===== config.mk =====
export PLATFORM = sky130hd
export DESIGN_NAME = sram_test_master_flat
export DESIGN_NICKNAME = d
export VERILOG_FILES = /design/src/rtl/sram_test_master_if.sv /design/src/rtl/sram_test_master.sv /design/src/flat_wrapper.sv
export SDC_FILE = /design/constraint.sdc
export NUM_CORES = 1
export LEC_CHECK = 0
export ABC_AREA = 1
export ABC_CLOCK_PERIOD_IN_PS = 4600
export CORE_MARGIN = 8
export CORE_UTILIZATION = 40
export CTS_CLUSTER_DIAMETER = 40
export DETAILED_ROUTE_END_ITERATION = 16
export PLACE_DENSITY = 0.74
export SKIP_CTS_REPAIR_TIMING = 1
export SLEW_MARGIN = 20
export SYNTH_ARGS = -nofsm -noshare
export SYNTH_HDL_FRONTEND = slang
export SYNTH_SLANG_ARGS = --single-unit

===== constraint.sdc =====
create_clock -name proc_clk -period 4.6 [get_ports proc_clk]
set_input_delay 0.46 -clock proc_clk [delete_from_list [all_inputs] [get_ports proc_clk]]
set_output_delay 0.46 -clock proc_clk [all_outputs]
set_load 0.02 [all_outputs]

===== src/rtl/sram_test_master_if.sv =====
// sram_test_master_if: request/acknowledge bus between the SRAM test master and an SRAM controller
// master drives req_o/wr_en_o/addr_o/wdata_o; slave returns level ack_i and rdata_i
interface sram_test_master_if #(
  parameter int ADDR_WIDTH = 8,
  parameter int DATA_WIDTH = 16
);
  logic                  req_o;
  logic                  wr_en_o;
  logic [ADDR_WIDTH-1:0] addr_o;
  logic [DATA_WIDTH-1:0] wdata_o;
  logic                  ack_i;
  logic [DATA_WIDTH-1:0] rdata_i;
  modport master (output req_o, wr_en_o, addr_o, wdata_o, input ack_i, rdata_i);
  modport slave (input req_o, wr_en_o, addr_o, wdata_o, output ack_i, rdata_i);
endinterface


===== src/rtl/sram_test_master.sv =====
// sram_test_master: writes seed^address over an address range, reads it back and reports mismatches
// proc_clk/rst: clock and async active-high reset; start_i/start_addr_i/end_addr_i: test launch
// bus: four-phase request/acknowledge master port to the SRAM controller
// busy_o/done_o/pass_o/timeout_o/err_count_o/fail_addr_o/fail_data_o: test status and first-failure capture
module sram_test_master #(
  parameter int ADDR_WIDTH = 8,
  parameter int DATA_WIDTH = 16,
  parameter logic [DATA_WIDTH-1:0] PATTERN_SEED = DATA_WIDTH'(16'hA5A5),
  parameter int TIMEOUT_CYCLES = 255
) (
  input  logic                  proc_clk,
  input  logic                  rst,
  input  logic                  start_i,
  input  logic [ADDR_WIDTH-1:0] start_addr_i,
  input  logic [ADDR_WIDTH-1:0] end_addr_i,
  sram_test_master_if.master    bus,
  output logic                  busy_o,
  output logic                  done_o,
  output logic                  pass_o,
  output logic                  timeout_o,
  output logic [15:0]           err_count_o,
  output logic [ADDR_WIDTH-1:0] fail_addr_o,
  output logic [DATA_WIDTH-1:0] fail_data_o
);
  localparam int TW = $clog2(TIMEOUT_CYCLES + 1);
  localparam logic [TW-1:0] TLIM = TW'(TIMEOUT_CYCLES - 1);
  typedef enum logic [2:0] {IDLE, W_REQ, W_REL, R_REQ, R_CAP, R_REL, DONE} state_t;
  state_t                state;
  logic [ADDR_WIDTH-1:0] start_q, end_q, addr, addr_nx;
  logic [DATA_WIDTH-1:0] wdata;
  logic [TW-1:0]         tcnt;
  logic                  req, wr_en, tmo;
  function automatic logic [DATA_WIDTH-1:0] pattern(input logic [ADDR_WIDTH-1:0] a);
    return PATTERN_SEED ^ DATA_WIDTH'(a);
  endfunction
  assign addr_nx     = addr + 1'b1;
  // tcnt reaching TLIM means this is the TIMEOUT_CYCLES-th cycle spent waiting in the state
  assign tmo         = tcnt == TLIM && state inside {W_REQ, W_REL, R_REQ, R_REL};
  assign bus.req_o   = req;
  assign bus.wr_en_o = wr_en;
  assign bus.addr_o  = addr;
  assign bus.wdata_o = wdata;
  always_ff @(posedge proc_clk or posedge rst)
    if (rst) begin
      state       <= IDLE;
      start_q     <= '0;
      end_q       <= '0;
      addr        <= '0;
      wdata       <= '0;
      tcnt        <= '0;
      req         <= 1'b0;
      wr_en       <= 1'b0;
      busy_o      <= 1'b0;
      done_o      <= 1'b0;
      pass_o      <= 1'b0;
      timeout_o   <= 1'b0;
      err_count_o <= '0;
      fail_addr_o <= '0;
      fail_data_o <= '0;
    end else begin
      done_o <= 1'b0;
      tcnt   <= tcnt + 1'b1;
      if (tmo) begin
        req       <= 1'b0;
        timeout_o <= 1'b1;
        pass_o    <= 1'b0;
        tcnt      <= '0;
        state     <= DONE;
      end else
        case (state)
          IDLE: if (start_i) begin
            start_q     <= start_addr_i;
            end_q       <= end_addr_i;
            addr        <= start_addr_i;
            wdata       <= pattern(start_addr_i);
            req         <= 1'b1;
            wr_en       <= 1'b1;
            busy_o      <= 1'b1;
            pass_o      <= 1'b0;
            timeout_o   <= 1'b0;
            err_count_o <= '0;
            fail_addr_o <= '0;
            fail_data_o <= '0;
            tcnt        <= '0;
            state       <= W_REQ;
          end
          W_REQ: if (bus.ack_i) begin
            req   <= 1'b0;
            tcnt  <= '0;
            state <= W_REL;
          end
          // the next request is raised only on the edge that sees ack low
          W_REL: if (!bus.ack_i) begin
            tcnt <= '0;
            req  <= 1'b1;
            if (addr == end_q) begin
              addr  <= start_q;
              wr_en <= 1'b0;
              state <= R_REQ;
            end else begin
              addr  <= addr_nx;
              wdata <= pattern(addr_nx);
              state <= W_REQ;
            end
          end
          R_REQ: if (bus.ack_i) begin
            req   <= 1'b0;
            tcnt  <= '0;
            state <= R_CAP;
          end
          R_CAP: begin
            if (bus.rdata_i != pattern(addr)) begin
              err_count_o <= err_count_o + {15'd0, err_count_o != 16'hFFFF};
              if (err_count_o == '0) begin
                fail_addr_o <= addr;
                fail_data_o <= bus.rdata_i;
              end
            end
            tcnt  <= '0;
            state <= R_REL;
          end
          R_REL: if (!bus.ack_i) begin
            tcnt <= '0;
            if (addr == end_q) state <= DONE;
            else begin
              addr  <= addr_nx;
              req   <= 1'b1;
              state <= R_REQ;
            end
          end
          DONE: begin
            done_o <= 1'b1;
            pass_o <= err_count_o == '0 && !timeout_o;
            busy_o <= 1'b0;
            state  <= IDLE;
          end
          default: state <= IDLE;
        endcase
    end
endmodule


===== src/flat_wrapper.sv =====
// flat-port wrapper written by rule: the top's interface ports become plain ports
module sram_test_master_flat 
#(
  parameter int ADDR_WIDTH = 8,
  parameter int DATA_WIDTH = 16,
  parameter logic [DATA_WIDTH-1:0] PATTERN_SEED = DATA_WIDTH'(16'hA5A5),
  parameter int TIMEOUT_CYCLES = 255
)
  (proc_clk, rst, start_i, start_addr_i, end_addr_i, busy_o, done_o, pass_o, timeout_o, err_count_o, fail_addr_o, fail_data_o, bus_req_o, bus_wr_en_o, bus_addr_o, bus_wdata_o, bus_ack_i, bus_rdata_i);
  sram_test_master_if #(.ADDR_WIDTH(ADDR_WIDTH), .DATA_WIDTH(DATA_WIDTH)) bus_i ();
  input  logic proc_clk;
  input  logic rst;
  input  logic start_i;
  input  logic [ADDR_WIDTH-1:0] start_addr_i;
  input  logic [ADDR_WIDTH-1:0] end_addr_i;
  output logic busy_o;
  output logic done_o;
  output logic pass_o;
  output logic timeout_o;
  output logic [15:0] err_count_o;
  output logic [ADDR_WIDTH-1:0] fail_addr_o;
  output logic [DATA_WIDTH-1:0] fail_data_o;
  output wire logic [$bits(bus_i.req_o)-1:0] bus_req_o;
  output wire logic [$bits(bus_i.wr_en_o)-1:0] bus_wr_en_o;
  output wire logic [$bits(bus_i.addr_o)-1:0] bus_addr_o;
  output wire logic [$bits(bus_i.wdata_o)-1:0] bus_wdata_o;
  input wire logic [$bits(bus_i.ack_i)-1:0] bus_ack_i;
  input wire logic [$bits(bus_i.rdata_i)-1:0] bus_rdata_i;
  assign bus_req_o = bus_i.req_o;
  assign bus_wr_en_o = bus_i.wr_en_o;
  assign bus_addr_o = bus_i.addr_o;
  assign bus_wdata_o = bus_i.wdata_o;
  assign bus_i.ack_i = bus_ack_i;
  assign bus_i.rdata_i = bus_rdata_i;
  sram_test_master #(.ADDR_WIDTH(ADDR_WIDTH), .DATA_WIDTH(DATA_WIDTH), .PATTERN_SEED(PATTERN_SEED), .TIMEOUT_CYCLES(TIMEOUT_CYCLES)) u_core (.proc_clk(proc_clk), .rst(rst), .start_i(start_i), .start_addr_i(start_addr_i), .end_addr_i(end_addr_i), .bus(bus_i), .busy_o(busy_o), .done_o(done_o), .pass_o(pass_o), .timeout_o(timeout_o), .err_count_o(err_count_o), .fail_addr_o(fail_addr_o), .fail_data_o(fail_data_o));
endmodule

[Yosys cells after proc, flatten, opt, wreduce, memory -nomap -nowiden]
Cells that the tools add are included.
Word-level totals
  register bits after elaboration: 97
  bits in latches: 0
  memory bits (writable): 0
  memory bits (read-only): 0
  bits of input ports: 36
  output and inout bits: 70
  word-level logic and storage cells: 126
  memories: 0
Cells by class
  add/sub/neg operators: 3
  multipliers: 0
  div/mod/pow operators: 0
  magnitude comparators: 0
  equality and inequality tests: 25
  shifts and indexed selects: 0
  mux-type cells: 52
  bitwise logic cells: 4
  reductions and logical operators: 27
Operators with widths (number)
  $mux 16: 7
  $mux 8: 12
  $pmux 16 s2: 3
  $pmux 8 s4: 1
  $not 4->8: 3
  $pmux 8 s3: 1
  $mux 3: 7
  $reduce_and 5->1: 4
  $ne 3x2->1 const B: 6
  $pmux 3 s6: 1
  $add 16x1->16: 1
  $add 8x1->8 const B: 2
  $logic_not 16->1: 1
  $ne 16x16->1: 1
  $ne 16x16->1 const B: 1
  $pmux 8 s2: 1
  $mux 1: 14
  $ne 2x2->1 const B: 6
  $reduce_and 6->1: 2
  $reduce_bool 2->1: 5
  $eq 3x3->1 const B: 3
  $eq 8x8->1: 1
  $eq 8x8->1 const B: 1
  $eq 3x2->1 const B: 2
  other kinds (17): 25

[Longest topological paths before layout]
Gate-level depths: netlist of the first run.
  depth after elaboration: 5
  gate-level depth with buffers: 14
  mapped depth without buffers: 14

[Least setup slack after synthesis of the first run]
Ideal clock, no wire load.
  path kind: register to register
  start: register u_core.err_count_o[4]
  end: register u_core.err_count_o[13]
  setup time: 0.117 ns
  data arrival time: 2.119 ns
  required time: 4.483 ns
  path slack: 2.365 ns
  cell stages (with the launch flop): 15
  path buffers: 0
  period minus slack after synthesis: 2.235 ns
  cells stage by stage: dfrtp_1 > nand2_1 > nor2_1 > nand2_1 > or4_1 > ha_1 > nand2_1 > nor2_1 > nand2_1 > inv_1 > nand3b_1 > xor2_1 > nor2_1 > nand2_1 > nand2_1
On the way
  word-level cells in the longest chain between the ends: 4
RTL lines
  start, declared: RTL line sram_test_master.sv:21  | output logic [15:0] err_count_o,
  start signal, assigned: RTL line sram_test_master.sv:113  | err_count_o <= err_count_o + {15'd0, err_count_o != 16'hFFFF};
  $ne 16x16->1: RTL line sram_test_master.sv:113
  $add 16x1->16 (*): RTL line sram_test_master.sv:113
  $mux 16 (*): RTL line sram_test_master.sv:112  | if (bus.rdata_i != pattern(addr)) begin
  $pmux 16 s2 (*): RTL line sram_test_master.sv:70  | case (state)
Mark *: on every way between the ends. The rest lies on a longest branch, timed or not. The select of a mux whose other input is x is not followed.
A chain may end at the register's enable or synchronous reset.

[Worst setup path in the final report of the first run]
Ends and elaborated chain as after synthesis.

==> results of run 1 <==
area by class of cell:
| type | instances | area (µm²) | area share |
|---|---|---|---|
| clock buffer | 9 | 225 | 0.0339 |
| tap | 176 | 220 | 0.0331 |
| sequential | 90 | 2250 | 0.339 |
| inverter | 74 | 282 | 0.0423 |
| multi-input combinational | 552 | 2550 | 0.383 |
| clock inverter | 7 | 98.8 | 0.0149 |
| timing repair buffer | 103 | 1030 | 0.154 |
cell usage after synthesis, types with 2 or more instances:
| master | n |
|---|---|
| sky130_fd_sc_hd__nand3_4 | 2 |
| sky130_fd_sc_hd__nor2_2 | 5 |
| sky130_fd_sc_hd__nand2_2 | 6 |
| sky130_fd_sc_hd__o21ai_1 | 4 |
| sky130_fd_sc_hd__buf_4 | 15 |
| sky130_fd_sc_hd__o21ai_0 | 26 |
| sky130_fd_sc_hd__nand2_4 | 2 |
| sky130_fd_sc_hd__buf_1 | 2 |
| sky130_fd_sc_hd__nand3_1 | 45 |
| sky130_fd_sc_hd__inv_2 | 13 |
| sky130_fd_sc_hd__nor3_1 | 6 |
| sky130_fd_sc_hd__ha_1 | 5 |
| sky130_fd_sc_hd__dfrtp_1 | 90 |
| sky130_fd_sc_hd__xor2_1 | 14 |
| sky130_fd_sc_hd__nand4_1 | 34 |
| sky130_fd_sc_hd__inv_1 | 60 |
| sky130_fd_sc_hd__nor2_4 | 4 |
| sky130_fd_sc_hd__nand3_2 | 3 |
| sky130_fd_sc_hd__clkbuf_1 | 8 |
| sky130_fd_sc_hd__buf_2 | 3 |
| sky130_fd_sc_hd__xnor2_1 | 5 |
| sky130_fd_sc_hd__nand2_1 | 279 |
| sky130_fd_sc_hd__nor2_1 | 99 |
final timing paths:
| check | startpoint | end | cells past startpoint |
|---|---|---|---|
| setup / recovery | u_core.err_count_o[4] | u_core.err_count_o[13] | 14 |
| max in group asynchronous | rst | u_core.start_q[7] | 3 |
| min in group asynchronous | rst | u_core.err_count_o[4] | 2 |
| setup reg to reg | u_core.err_count_o[4] | u_core.err_count_o[13] | 14 |
| hold / removal | u_core.fail_data_o[15] | u_core.fail_data_o[15] | 2 |
| hold reg to reg | u_core.fail_data_o[15] | u_core.fail_data_o[15] | 2 |
power groups by stage:
stage                     Clock, mW  Sequential (mW)  Combinational, mW
final                         0.803             1.23               1.69
after global routing          0.852             1.27               1.89
after CTS                     0.818             1.23               1.70
after detailed placement          0             1.24               1.69
after global placement            0             1.24               1.67
after floorplan                   0             1.34               1.07
critical path, cell delays in order (launching register included):
cell                       delay [ps]
sky130_fd_sc_hd__dfrtp_1          460
sky130_fd_sc_hd__nand2_1          120
sky130_fd_sc_hd__nor2_1           160
sky130_fd_sc_hd__nand2_1           90
sky130_fd_sc_hd__or4_1            450
sky130_fd_sc_hd__ha_1             210
sky130_fd_sc_hd__nand2_1           80
sky130_fd_sc_hd__nor2_1            70
sky130_fd_sc_hd__nand2_1          130
sky130_fd_sc_hd__inv_1            100
sky130_fd_sc_hd__nand3b_1         100
sky130_fd_sc_hd__xor2_1           150
sky130_fd_sc_hd__nor2_1            50
sky130_fd_sc_hd__nand2_1           90
sky130_fd_sc_hd__nand2_1           40
sequential cells by signal, summed over array words and instances, names as in the netlist:
name                count
u_core.pass_o           1
u_core.end_q            8
u_core.busy_o           1
u_core.fail_data_o     16
u_core.err_count_o     16
u_core.bus.wdata_o      9
u_core.tcnt             8
u_core.fail_addr_o      8
u_core.state            3
u_core.done_o           1
u_core.bus.wr_en_o      1
u_core.start_q          8
u_core.bus.req_o        1
u_core.timeout_o        1
u_core.bus.addr_o       8
metrics by stage:
step | cells | utilization | hold WS (ps) | area [µm²] | power, mW
finish | 1011 | 0.510 | 469 | 6650 | 3.73
global route | 1011 | 0.510 | 497 | 6650 | 4.01
CTS | 1011 | 0.510 | 475 | 6650 | 3.75
detailed placement | 995 | 0.485 | 457 | 6330 | 2.93
global placement | 995 | 0.485 | 454 | 6330 | 2.91
floorplan | 745 | - | 443 | 5260 | 2.40
cells by family after synthesis:
kind of cell / after synthesis / share of synthesized area
AOI/OAI and AO/OA: 34 / 0.0344
xor gates and xnor gates: 19 / 0.0317
adders and majority gates: 5 / 0.0119
buffers and inverters: 103 / 0.0871
DFF: 90 / 0.429
other: 1 / 0.000715
and+or+nand+nor: 490 / 0.405
routing by layer:
metal / wire (µm) / vias up / GRT usage
met2: 6330 / 117 / 0.262
met1: 6440 / 2166 / 0.216
met5: 0 / - / 0
li1: - / 2493 / -
met4: 65 / 0 / 0.0311
met3: 743 / 2 / 0.0333
==> load_flow_metrics.sql, run 1 <==
INSERT INTO impl_metrics (metric_group, metric, value, unit) VALUES
('clock_tree', 'clock_latency', '340', 'ps'),
('global_route', 'grt_first_pass_wirelength', '21900', 'µm'),
('drt', 'remaining_drc_errors', '0', ''),
('synthesis', 'synth.top_cell.area_share', '0.429', ''),
('timing', 'setup_viol_count_final', '0', ''),
('pwr', 'p_sw_frac', '0.436', ''),
('global_route', 'grt.overflow.total', '0', ''),
('final_layout', 'layout.cells.most_common', 'sky130_fd_sc_hd__nand2_1', ''),
('drt', 'post_drt_via_cell_ratio', '4.73', ''),
('status', 'outcome', 'finished, final reports clean', ''),
('timing', 'rsz0062_at_grt', 'false', ''),
('synthesis', 'synth-seq-cells', '90', ''),
('job', 'drv_cap', '0', ''),
('worst_setup_path', 'crit_fanout', '6', ''),
('place', 'numPortBuffers', '101', ''),
('pwr', 'power_frac_clock', '0.216', ''),
('final_layout', 'mostFrequentLayoutCells', 'sky130_fd_sc_hd__nand2_1 (279), sky130_fd_sc_hd__clkdlybuf4s50_1 (101), sky130_fd_sc_hd__nor2_1 (99)', ''),
('pwr', 'power_density', '560', 'nW/µm²'),
('worst_setup_path', 'crit_path_end_kind', 'register', ''),
('global_route', 'grt_start_max_net_pins', '56', ''),
('final_layout', 'diodes', '0', ''),
('pwr', 'power.ir.vdd_worst', '0.311', 'mV'),
('timing', 'worstMarginPinSlew', '923', 'ps'),
('floorplan', 'row_count', '42', ''),
('worst_setup_path', 'r2r_slack', '2170', 'ps'),
('global_route', 'via_count_of_the_first_global_routing_pass', '4472', ''),
('global_route', 'antenna_found_initial', '0', ''),
('floorplan', 'die_area', '17000', 'µm²'),
('pwr', 'p_int', '2.10', 'mW'),
('timing', 'final_hold_viol_count', '0', ''),
('place', 'hpwl', '10000', 'µm'),
('final_layout', 'finish.net_count', '871', ''),
('timing', 'clock_skew', '13.6', 'ps'),
('clock_tree', 'cts_root_buf', 'sky130_fd_sc_hd__clkbuf_16', ''),
('pwr', 'switchingPower', '1.63', 'mW'),
('pwr', 'power.share.combinational', '0.454', ''),
('min_path', 'hold_path_class', 'register to register', ''),
('clock_tree', 'tritoncts', 'done', ''),
('floorplan', 'fp.dieW', '130', 'µm'),
('clock_tree', 'clock_tree.htree_level_count', '3', ''),
('timing', 'final.period_utilization', '0.528', ''),
('pwr', 'seqPwrFrac', '0.331', ''),
('drt', 'routedWlPerCell', '13.4', 'µm'),
('timing', 'setup_tns', '0', 'ps'),
('synthesis', 'count_of_flip_flops_with_a_built_in_enable_after_synthesis', '0', ''),
('synthesis', 'post_synthesis_mean_instance_area', '7.07', 'µm²'),
('synthesis', 'synth_flop_cell', 'sky130_fd_sc_hd__dfrtp_1', ''),
('synthesis', 'syn-cell-area', '5240', 'µm²'),
('worst_setup_path', 'worstPathRequired', '4820', 'ps'),
('timing', 'finalWorstSetupSlack', '2170', 'ps'),
('synthesis', 'yosys.area.top_type', 'sky130_fd_sc_hd__dfrtp_1', ''),
('synthesis', 'post_synth_num_cell_types', '35', ''),
('global_route', 'overall_global_routing_resource_usage', '0.161', ''),
('final_layout', 'fraction_of_final_layout_cells_sized_beyond_drive_strength_1', '0.0695', ''),
('synthesis', 'netlist_instances', '742', ''),
('synthesis', 'ys.warnings.count', '0', ''),
('synthesis', 'seq_area_frac_synth', '0.429', ''),
('drt', 'detail_route.wirelength', '13600', 'µm'),
('clock_tree', 'cts-buffers-inserted', '9', ''),
('clock_tree', 'max-clock-path-buffers', '2', ''),
('synthesis', 'synth-async-reset-ratio', '1.00', ''),
('floorplan', 'floorplan_core_area', '13000', 'µm²'),
('drt', 'antenna_violating_nets_post_route', '0', ''),
('timing', 'post-route-min-period', '2430', 'ps'),
('clock_tree', 'clkSlewWorstSetupHoldPaths', '70', 'ps'),
('floorplan', 'die_h', '130', 'µm'),
('drt', 'vias', '4778', ''),
('timing', 'max_slew_margin', '0.384', ''),
('floorplan', 'ios', '106', ''),
('timing', 'fmax', '412', 'MHz'),
('worst_setup_path', 'cp-start-kind', 'register', '');
No activity file was read; power rests on OpenSTA's default activity.
==> inputs of run 2 (changes only) <==
--- a/config.mk
+++ b/config.mk
@@ -6,7 +6,7 @@
 export NUM_CORES = 1
 export LEC_CHECK = 0
 export ABC_AREA = 1
-export ABC_CLOCK_PERIOD_IN_PS = 4600
+export ABC_CLOCK_PERIOD_IN_PS = 2340
 export CORE_MARGIN = 8
 export CORE_UTILIZATION = 40
 export CTS_CLUSTER_DIAMETER = 40
==> constraint.sdc (replaced) <==
create_clock -name proc_clk -period 2.34 [get_ports proc_clk]
set_input_delay 0.234 -clock proc_clk [delete_from_list [all_inputs] [get_ports proc_clk]]
set_output_delay 0.234 -clock proc_clk [all_outputs]
set_load 0.02 [all_outputs]
==> load_flow_metrics.sql, run 2 (synthesis results as in run 1) <==
INSERT INTO impl_metrics (metric_group, metric, value, unit) VALUES
('worst_setup_path', 'crit_path_end_kind', 'register', ''),
('worst_setup_path', 'crit_fanout', '3', ''),
('clock_tree', 'clock_tree.htree_level_count', '3', ''),
('clock_tree', 'cts_sinks', '90', ''),
('global_route', 'via_count_of_the_first_global_routing_pass', '4808', ''),
('place', 'hpwl', '10200', 'µm'),
('worst_setup_path', 'reg2regPathDepth', '14', ''),
('pwr', 'power_leakage', '3.36', 'nW'),
('final_layout', 'diodes', '0', ''),
('drt', 'detail_route.wirelength', '14200', 'µm'),
('worst_setup_path', 'rr_startpoint', 'u_core.err_count_o[5]', ''),
('clock_tree', 'clkSlewWorstSetupHoldPaths', '60', 'ps'),
('worst_setup_path', 'timing.rr.end', 'u_core.err_count_o[13]', ''),
('floorplan', 'die_h', '130', 'µm'),
('drt', 'remaining_drc_errors', '0', ''),
('pwr', 'power.ir.vdd_worst', '0.631', 'mV'),
('global_route', 'overall_global_routing_resource_usage', '0.172', ''),
('worst_setup_path', 'setup.worst_path.start', 'u_core.err_count_o[5]', ''),
('final_layout', 'area_delta_synth_final', '31.3', '%'),
('global_route', 'grt.met3_usage', '0.0341', ''),
('timing', 'post-route-min-period', '2210', 'ps'),
('drt', 'vias', '4975', ''),
('timing', 'final.period_utilization', '0.944', ''),
('floorplan', 'fp.dieW', '130', 'µm'),
('pwr', 'power_density', '1110', 'nW/µm²'),
('clock_tree', 'max-clock-path-buffers', '2', ''),
('worst_setup_path', 'critical_path_class', 'register to register', ''),
('floorplan', 'floorplan_core_area', '13000', 'µm²'),
('final_layout', 'layout.cells.most_common', 'sky130_fd_sc_hd__nand2_1', ''),
('floorplan', 'die_area', '17000', 'µm²'),
('clock_tree', 'clock_latency', '340', 'ps'),
('global_route', 'grt_peak_use_layer', 'met2', ''),
('timing', 'worstMarginPinSlew', '607', 'ps'),
('global_route', 'grt_first_pass_wirelength', '23400', 'µm'),
('clock_tree', 'cts-buffers-inserted', '9', ''),
('worst_setup_path', 'critical_path.most_common_cell', 'sky130_fd_sc_hd__nand2_1', ''),
('drt', 'antenna_violating_nets_post_route', '0', ''),
('clock_tree', 'tritoncts', 'done', ''),
('final_layout', 'fraction_of_final_layout_cells_sized_beyond_drive_strength_1', '0.0958', ''),
('worst_setup_path', 'cp-start-kind', 'register', ''),
('worst_setup_path', 'path_cells', 'nand2_1 > nor2_2 > nand2_1 > or4_4 > ha_1 > nand2_1 > nor2_1 > nand2_2 > inv_1 > nand3b_1 > xor2_1 > nor2_1 > nand2_1 > nand2_1', ''),
('timing', 'setup_viol_count_final', '0', ''),
('global_route', 'grt_start_max_net_pins', '91', ''),
('final_layout', 'finish.net_count', '892', ''),
('timing', 'fmax', '453', 'MHz'),
('timing', 'finalWorstSetupSlack', '131', 'ps'),
('worst_setup_path', 'worstPathRequired', '2570', 'ps'),
('final_layout', 'layout.core_utilization', '0.528', ''),
('floorplan', 'ios', '106', ''),
('status', 'outcome', 'finished, final reports clean', ''),
('pwr', 'total_power', '7.65', 'mW'),
('place', 'post_placement_worst_setup_slack', '72.2', 'ps'),
('timing', 'timing.final.max_slew_violations', '0', ''),
('drt', 'routedWlPerCell', '13.8', 'µm'),
('drt', 'post_drt_via_cell_ratio', '4.82', ''),
('timing', 'clock_skew', '6.02', 'ps'),
('floorplan', 'start_util', '0.402', ''),
('global_route', 'grt.overflow.total', '0', ''),
('global_route', 'antenna_found_initial', '0', ''),
('timing', 'setup_tns', '0', 'ps'),
('worst_setup_path', 'critical_path_at', '2440', 'ps'),
('timing', 'final_hold_viol_count', '0', ''),
('timing', 'max_slew_margin', '0.595', ''),
('drt', 'dr.first_iter.drc_count', '326', ''),
('drt', 'drt_pass1_iterations', '5', ''),
('clock_tree', 'cts_root_buf', 'sky130_fd_sc_hd__clkbuf_16', ''),
('place', 'numPortBuffers', '101', ''),
('global_route', 'grt.met1_usage', '0.228', ''),
('final_layout', 'mostFrequentLayoutCells', 'sky130_fd_sc_hd__nand2_1 (278), sky130_fd_sc_hd__clkdlybuf4s50_1 (101), sky130_fd_sc_hd__nor2_1 (98)', ''),
('worst_setup_path', 'worst_path_largest_cell_delay', '430', 'ps'),
('min_path', 'hold_path_class', 'input port to async pin', ''),
('timing', 'hold_slack', '385', 'ps'),
('worst_setup_path', 'critPathSlowestCell', 'sky130_fd_sc_hd__or4_4', ''),
('global_route', 'met2_capacity_usage_during_global_routing', '0.264', ''),
('place', 'final_weighted_congestion_of_routability_driven_global_placement', '0.930', ''),
('floorplan', 'row_count', '42', ''),
('worst_setup_path', 'r2r_slack', '130', 'ps'),
('timing', 'rsz0062_at_grt', 'false', ''),
('worst_setup_path', 'endpoint', 'u_core.err_count_o[13]', ''),
('job', 'drv_cap', '0', '');
[run 2: changes by cell type in the layout (fill, tap and decap cells not counted), sizes merged]
cell / before / now
inv: 76 / 74
clkbuf: 9 / 10
buf: 2 / 23
clkinv: 2 / 0
clkinvlp: 1 / 2
bufinv: 2 / 4
[run 2: power breakdown]
group | internal [mW] | switching, mW | leakage, nW
logic | 1.28 | 2.21 | 2.01
registers | 2.00 | 0.406 | 1.18
clock network | 1.16 | 0.607 | 0.173
total | 4.43 | 3.22 | 3.36
[run 2: stage by stage]
step                      area, µm²  instances
after global placement         6500       1014
after floorplan                5260        745
after detailed placement       6500       1014
final                          6890       1032
after CTS                      6860       1030
after global routing           6890       1032
[run 2: per-layer routing]
metal	routed length [µm]	part of all wire
met3	987	0.069
met1	6430	0.45
met2	6440	0.45
met4	380	0.027
met5	0	0
[run 2: final cells by class]
cell class	count	area, µm²
timing repair buffer	124	1210
sequential	90	2250
clock inverter	6	136
tap	176	220
clock buffer	10	229
fill	1257	6150
inverter	74	284
multi-input combinational	552	2550
[run 2: worst min-delay path by stage]
| stage | end | slack, ps | depth (start not counted) |
|---|---|---|---|
| 2_1_floorplan | u_core.start_q[0] | 350 | 2 |
| 3_3_place_gp | u_core.fail_addr_o[3] | 450 | 2 |
| 3_5_place_dp | u_core.fail_data_o[10] | 460 | 2 |
| 4_1_cts | u_core.fail_data_o[13] | 400 | 3 |
| 5_1_grt | u_core.fail_data_o[13] | 430 | 3 |
| 6_report | u_core.fail_data_o[13] | 390 | 3 |
[run 2: worst max-delay path: cells and delay by family, from the launching register on]
family / cells / cell delay (ps)
XOR/XNOR: 1 / 160
adder cells (fa/ha/maj): 1 / 220
AND/OR/NAND/NOR: 11 / 1320
buffers and inverters: 1 / 70
flip-flops: 1 / 350
==> inputs of run 3 (changes only) <==
--- a/config.mk
+++ b/config.mk
@@ -6,13 +6,11 @@
 export NUM_CORES = 1
 export LEC_CHECK = 0
 export ABC_AREA = 1
-export ABC_CLOCK_PERIOD_IN_PS = 2340
 export CORE_MARGIN = 8
 export CORE_UTILIZATION = 40
 export CTS_CLUSTER_DIAMETER = 40
 export DETAILED_ROUTE_END_ITERATION = 16
 export PLACE_DENSITY = 0.74
-export SKIP_CTS_REPAIR_TIMING = 1
 export SLEW_MARGIN = 20
 export SYNTH_ARGS = -nofsm -noshare
 export SYNTH_HDL_FRONTEND = slang
==> results of run 3 <==
The final DEF is identical to that of run 2; final timing and power are the same.
